===== config.mk =====
export PLATFORM = sky130hd
export DESIGN_NAME = kernel_packer
export DESIGN_NICKNAME = d
export VERILOG_FILES = /design/src/rtl/kpack_pkg.sv /design/src/rtl/kpack_bank.sv /design/src/rtl/kernel_packer.sv
export SDC_FILE = /design/constraint.sdc
export NUM_CORES = 1
export LEC_CHECK = 0
export ABC_AREA = 1
export BUFFER_PORTS_ARGS = -buffer_cell sky130_fd_sc_hd__buf_2
export CAP_MARGIN = 20
export CORE_ASPECT_RATIO = 0.75
export CORE_MARGIN = 4
export CORE_UTILIZATION = 50
export CTS_CLUSTER_SIZE = 28
export DETAILED_ROUTE_END_ITERATION = 6
export PLACE_DENSITY = 0.67
export SLEW_MARGIN = 10
export SYNTH_ARGS = -nofsm -noshare
export SYNTH_HDL_FRONTEND = slang
export SYNTH_SLANG_ARGS = --single-unit

===== constraint.sdc =====
create_clock -name clk -period 7.8 [get_ports clk]
set_input_delay 1.95 -clock clk [delete_from_list [all_inputs] [get_ports clk]]
set_output_delay 1.95 -clock clk [all_outputs]
set_load 0.02 [all_outputs]

===== src/rtl/kpack_pkg.sv =====
// Shared definitions for the kernel packer: default geometry, the bit-width
// helper and the coefficient/column types used across the design and bench.
package kpack_pkg;

  localparam int DEF_K_DIM  = 3;
  localparam int DEF_M_BITS = 16;
  localparam int K_SIZE     = DEF_K_DIM * DEF_K_DIM;

  // Number of bits needed to encode n distinct values (at least one bit).
  function automatic int nbits(input int n);
    return (n <= 2) ? 1 : $clog2(n);
  endfunction

  typedef logic [DEF_M_BITS-1:0] coef_t;
  typedef coef_t [DEF_K_DIM-1:0] column_t;

endpackage


===== src/rtl/kpack_bank.sv =====
// One kernel buffer of K_DIM*K_DIM coefficients with its full flag, fill count
// and a column read mux. Entries at or beyond the fill count read as zero, so a
// short kernel is padded without clearing the storage.
// Build option: KPACK_TRANSPOSE_EN selects row-major-to-column transposition;
// when undefined each column beat is a contiguous chunk of the input order.
module kpack_bank
  import kpack_pkg::*;
#(
  parameter  int K_DIM  = DEF_K_DIM,
  parameter  int M_BITS = DEF_M_BITS,
  localparam int N_ELEM = K_DIM * K_DIM,
  localparam int CW     = nbits(N_ELEM + 1),
  localparam int COLW   = nbits(K_DIM)
) (
  input  logic                          clk,
  input  logic                          rst,
  input  logic                          i_wr_en,
  input  logic [CW-1:0]                 i_wr_idx,
  input  logic [M_BITS-1:0]             i_wr_data,
  input  logic                          i_close,
  input  logic [CW-1:0]                 i_close_cnt,
  input  logic                          i_free,
  input  logic [COLW-1:0]               i_col,
  output logic                          o_full,
  output logic [K_DIM-1:0][M_BITS-1:0]  o_col_data
);

  logic [M_BITS-1:0] r_mem [N_ELEM];
  logic              r_full;
  logic [CW-1:0]     r_fcnt;

  // Source element for output lane j of column c.
  function automatic int elemIdx(input int j, input int c);
`ifdef KPACK_TRANSPOSE_EN
    return j * K_DIM + c;
`else
    return c * K_DIM + j;
`endif
  endfunction

  // Coefficient storage; contents need no reset because fcnt masks them.
  always_ff @(posedge clk) begin
    if (i_wr_en) begin
      r_mem[i_wr_idx] <= i_wr_data;
    end
  end

  // Full flag and fill count: set when the writer closes, cleared on drain.
  always_ff @(posedge clk) begin
    if (rst) begin
      r_full <= 1'b0;
      r_fcnt <= '0;
    end else if (i_close) begin
      r_full <= 1'b1;
      r_fcnt <= i_close_cnt;
    end else if (i_free) begin
      r_full <= 1'b0;
    end
  end

  // Column mux, zero-filling entries that were never written in this kernel.
  always_comb begin
    o_col_data = '0;
    for (int j = 0; j < K_DIM; j++) begin
      int idx;
      idx = elemIdx(j, int'(i_col));
      if (idx < int'(r_fcnt)) begin
        o_col_data[j] = r_mem[idx[CW-1:0]];
      end
    end
  end

  assign o_full = r_full;

endmodule


===== src/rtl/kernel_packer.sv =====
// Kernel packer top: collects a scalar coefficient stream into ping-pong
// kernel banks and replays each kernel as K_DIM column beats. Malformed
// kernel lengths close the bank anyway and raise a one-cycle err_len pulse.
// Build option: KPACK_TRANSPOSE_EN (see kpack_bank) picks the column order.
module kernel_packer
  import kpack_pkg::*;
#(
  parameter int K_DIM  = DEF_K_DIM,
  parameter int M_BITS = DEF_M_BITS
) (
  input  logic                          clk,
  input  logic                          rst,
  input  logic [M_BITS-1:0]             s_data,
  input  logic                          s_last,
  input  logic                          s_valid,
  output logic                          s_ready,
  output logic [K_DIM-1:0][M_BITS-1:0]  k_out_data,
  output logic                          k_out_last,
  output logic                          k_out_valid,
  input  logic                          k_out_ready,
  output logic                          err_len
);

  localparam int N_ELEM = K_DIM * K_DIM;
  localparam int CW     = nbits(N_ELEM + 1);
  localparam int COLW   = nbits(K_DIM);

  logic                          r_wr_sel;
  logic                          r_rd_sel;
  logic [CW-1:0]                 r_wcnt;
  logic [COLW-1:0]               r_col;
  logic                          r_ready;
  logic                          r_err;

  logic                          w_accept;
  logic                          w_at_end;
  logic                          w_close;
  logic                          w_err;
  logic                          w_out_valid;
  logic                          w_handshake;
  logic                          w_last_col;
  logic                          w_free;
  logic                          w_wr_sel_next;
  logic [1:0]                    w_full;
  logic [1:0]                    w_full_next;
  logic [K_DIM-1:0][M_BITS-1:0]  w_col_data [2];

  assign w_accept      = s_valid & r_ready;
  assign w_at_end      = (r_wcnt == CW'(N_ELEM - 1));
  assign w_close       = w_accept & (s_last | w_at_end);
  assign w_err         = w_accept & (s_last ^ w_at_end);
  assign w_out_valid   = w_full[r_rd_sel];
  assign w_handshake   = w_out_valid & k_out_ready;
  assign w_last_col    = (r_col == COLW'(K_DIM - 1));
  assign w_free        = w_handshake & w_last_col;
  assign w_wr_sel_next = r_wr_sel ^ w_close;

  // Next-cycle full flags: closing and draining never hit the same bank.
  always_comb begin
    w_full_next = '0;
    for (int b = 0; b < 2; b++) begin
      w_full_next[b] = (w_full[b] & ~(w_free & (r_rd_sel == 1'(b))))
                     | (w_close & (r_wr_sel == 1'(b)));
    end
  end

  for (genvar b = 0; b < 2; b++) begin : g_bank
    kpack_bank #(
      .K_DIM  (K_DIM),
      .M_BITS (M_BITS)
    ) u_bank (
      .clk         (clk),
      .rst         (rst),
      .i_wr_en     (w_accept & (r_wr_sel == 1'(b))),
      .i_wr_idx    (r_wcnt),
      .i_wr_data   (s_data),
      .i_close     (w_close & (r_wr_sel == 1'(b))),
      .i_close_cnt (r_wcnt + CW'(1)),
      .i_free      (w_free & (r_rd_sel == 1'(b))),
      .i_col       (r_col),
      .o_full      (w_full[b]),
      .o_col_data  (w_col_data[b])
    );
  end

  // Write pointer, element counter, registered ready and length-error pulse.
  always_ff @(posedge clk) begin
    if (rst) begin
      r_wr_sel <= 1'b0;
      r_wcnt   <= '0;
      r_ready  <= 1'b1;
      r_err    <= 1'b0;
    end else begin
      r_err   <= w_err;
      r_ready <= ~w_full_next[w_wr_sel_next];
      if (w_close) begin
        r_wr_sel <= ~r_wr_sel;
        r_wcnt   <= '0;
      end else if (w_accept) begin
        r_wcnt <= r_wcnt + CW'(1);
      end
    end
  end

  // Read pointer and column counter advance on each output handshake.
  always_ff @(posedge clk) begin
    if (rst) begin
      r_rd_sel <= 1'b0;
      r_col    <= '0;
    end else if (w_handshake) begin
      if (w_last_col) begin
        r_col    <= '0;
        r_rd_sel <= ~r_rd_sel;
      end else begin
        r_col <= r_col + COLW'(1);
      end
    end
  end

  assign s_ready     = r_ready;
  assign err_len     = r_err;
  assign k_out_valid = w_out_valid;
  assign k_out_last  = w_out_valid & w_last_col;
  assign k_out_data  = w_out_valid ? w_col_data[r_rd_sel] : '0;

endmodule


==> reports/qor.txt <==
Reg power frac: 42.0%
Hold Path Class: reg -> reg
Largest delay share family, worst path: simple AND/OR/NAND/NOR gates
Syn Area/Cell: 8.28 um2
Die W: 220 um
Syn-to-layout area delta: 9.50%
DPL Wire Length: 31,600 um
Buf/Inv on CP: 3
Multi-input logic area: 6940 um2
Die area: 36,900 um2
CTS buffer count: 34
CP Cell Sequence: buf_4 > ha_2 > ha_1 > nand2_1 > inv_1 > nand2_1 > nand3_2 > nor2_1 > a21oi_1 > nor2_1 > buf_2
Setup repair after global routing missed its margin: false
First-pass GRT wire length: 82,600 um
Syn_nets: 2,094
DRC errors left: 0
Final period util: 81.1%
Port bufs: 72
Nature of the critical path startpoint: flip-flop
Outcome: finished, final reports clean
TritonRoute pass-1 iters: 6
DR iter-0 viols: 2,111
Final Instance Area: 18,500 um2
Register Area: 9050 um2
Adder-Cell Fraction of Synth Area: 2.14%
WHS: 0.517 ns
Total Power: 4.43 mW
Crit path kind: reg -> out
Initial antenna violation count: 1
Setup ws final: 1.47 ns
Post-route insts no fill: 2,528
Fmax: 158 MHz
Crit. End Element: output port
Via count: 14.9k
Worst-Skew Late Latency: 0.53 ns
Synth Cell Area: 16,900 um2
Root buffer cell: clkbuf_16
Worst Path Required: 5.85 ns
Final core utilization: 55.4%
TritonCTS clock tree: done
Number of synthesized register bits: 308
CP max FO: 99
Routed WL per cell: 21.9 um
Max IR drop VDD: 0.157 mV
H-tree levels: 2
# nets final: 2,103
Critical Path AT: 4.38 ns
FP Rows: 58
Setup violators final: 0
Slew headroom: 23.6%
Vias/cell: 5.90
Max cap viols: 0
Final Critical Period: 6.33 ns
Share of Yosys cell area claimed by the top area cell type: 51.1%
Routed WL: 55,400 um
Post-synthesis simple-gate area fraction: 33.4%
Post-CTS Setup Bufs: 0
Static Leak: 7.75 nW
Commonest non-fill, non-tap cells in the layout: nand2_1 (680), nand3_1 (382), edfxtp_1 (288)
Biggest area consumer among synthesized cells: edfxtp_1
Worst-path clk slew: 0.06 ns
PwrDens: 239 nW/um2
Layout cell share with drive strength beyond 1: 9.53%
Mapped Cells: 2,044
CP max stage cell: buf_4
Net Switching: 1.39 mW
Fin Setup TNS: 0 ns
Vias in the first global route: 13.7k
Final Skew: 0.0164 ns
Count of pins over their slew limit: 0
Clock power share: 36.7%
Filler cell count: 3,044
Clock sink count: 308
Unique masters post-synth: 32
Logic pwr share: 21.2%
Ys Warns: 0
Final RePlAce weighted congestion: 0.873
Switching Fraction: 31.3%
Largest family of logic cells by synthesized area: simple AND/OR/NAND/NOR gates
Seq/Total Area, Yosys: 53.5%
Int Pwr: 3.04 mW
Post-synthesis xor/xnor area fraction: 0.155%
N_diodes: 0
Post-Place Worst Slack: 2.11 ns
Largest net degree at the start of global routing: 157
Mux cell area share after synthesis: 0%
GRT Util Overall: 29.6%
Top-level port count: 73
Commonest non-fill, non-tap cell in the layout: nand2_1
Remaining global-route overflow: 0
Worst-margin pin slew: 1.14 ns
Count of final hold-check violations: 0
Placed insts: 2,467
Initial core utilization: 50.6%
PostCTS Resize Cnt: 0
Critical path's largest stage delay: 0.79 ns
Core ar.: 33,500 um2
Clk buf depth: 3
Cts hold-fix bufs: 0
Post-synthesis compound-gate area fraction: 4.61%
Die Y-Extent: 167 um
Area contributors post-synth: edfxtp_1 (51%), nand2_1 (15%), nand3_1 (11%)
DP Area: 17,400 um2
Antenna Nets Post-Route: 0
==> sequential cells by signal, summed over array words and instances (netlist names) <==
register	count
r_col	2
s_ready	1
g_bank.u_bank.r_mem	288
g_bank.u_bank.o_full	2
err_len	1
g_bank.u_bank.r_fcnt	8
r_rd_sel	1
r_wr_sel	1
r_wcnt	4
==> cells by family after synthesis <==
| group | count (synthesis) |
|---|---|
| AOI/OAI and AO/OA | 140 |
| xor gates and xnor gates | 3 |
| adders and majority gates | 29 |
| buffers and inverters | 201 |
| DFF | 308 |
| and+or+nand+nor | 1363 |
==> worst paths after layout <==
check / from / endpoint / slack (ns) / cells after the start
worst max-delay path: r_col[0] / k_out_data[38] / 1.47 / 11
worst min-delay path: g_bank[0].u_bank.o_full / g_bank[0].u_bank.o_full / 0.52 / 2
worst max register to register: r_col[0] / s_ready / 4.50 / 8
worst min register to register: g_bank[0].u_bank.o_full / g_bank[0].u_bank.o_full / 0.52 / 2
==> routing by layer <==
layer | vias to the layer above | wire length (um) | GRT usage (%)
met3 | 142 | 6920 | 6.93
met4 | 2 | 2110 | 10.6
met5 | - | 11 | 0
li1 | 6874 | - | -
met2 | 966 | 23800 | 43.9
met1 | 6926 | 22600 | 42.7
==> power by group through the flow <==
stage	registers (mW)	clock network [mW]	logic (mW)
floorplan	1.89	0	0.636
global placement	1.90	0	0.898
detailed placement	1.90	0	0.911
CTS	1.86	1.64	0.915
global route	1.86	1.71	1.03
finish	1.86	1.63	0.940
==> synthesized netlist by cell type <==
library cell,number
edfxtp_1,288
nand3b_1,2
dfxtp_1,20
ha_1,29
clkinv_1,1
nand2_1,681
buf_6,20
o211ai_2,1
o21bai_1,6
buf_4,18
inv_8,1
nor2_4,2
or2_1,1
a31oi_1,3
nand3_2,1
nor2_1,281
a211oi_1,1
a21oi_4,1
buf_1,17
o21ai_0,41
a22oi_1,16
clkbuf_1,21
o21ai_1,21
nor2_2,1
a21oi_1,50
or2_2,9
inv_2,3
xor2_1,3
buf_2,51
inv_1,69
nand3_1,382
nand2_2,3
==> tightest hold or removal path: cells and delay by family (launching register included) <==
kind / cells / cell delay, ns
AO/OA/AOI/OAI: 1 / 0.08
flip-flops: 1 / 0.33
AND/OR/NAND/NOR: 1 / 0.08
==> area by class of cell <==
type / count / area share [%]
Inverter: 74 / 1.55
Timing Repair Buffer: 100 / 3.15
Clock buffer: 38 / 4.67
Sequential cell: 308 / 48.9
Tap cell: 450 / 3.04
Clock inverter: 23 / 1.28
Multi-Input combinational cell: 1535 / 37.4
Note: power is estimated with default switching activity, not from simulation.
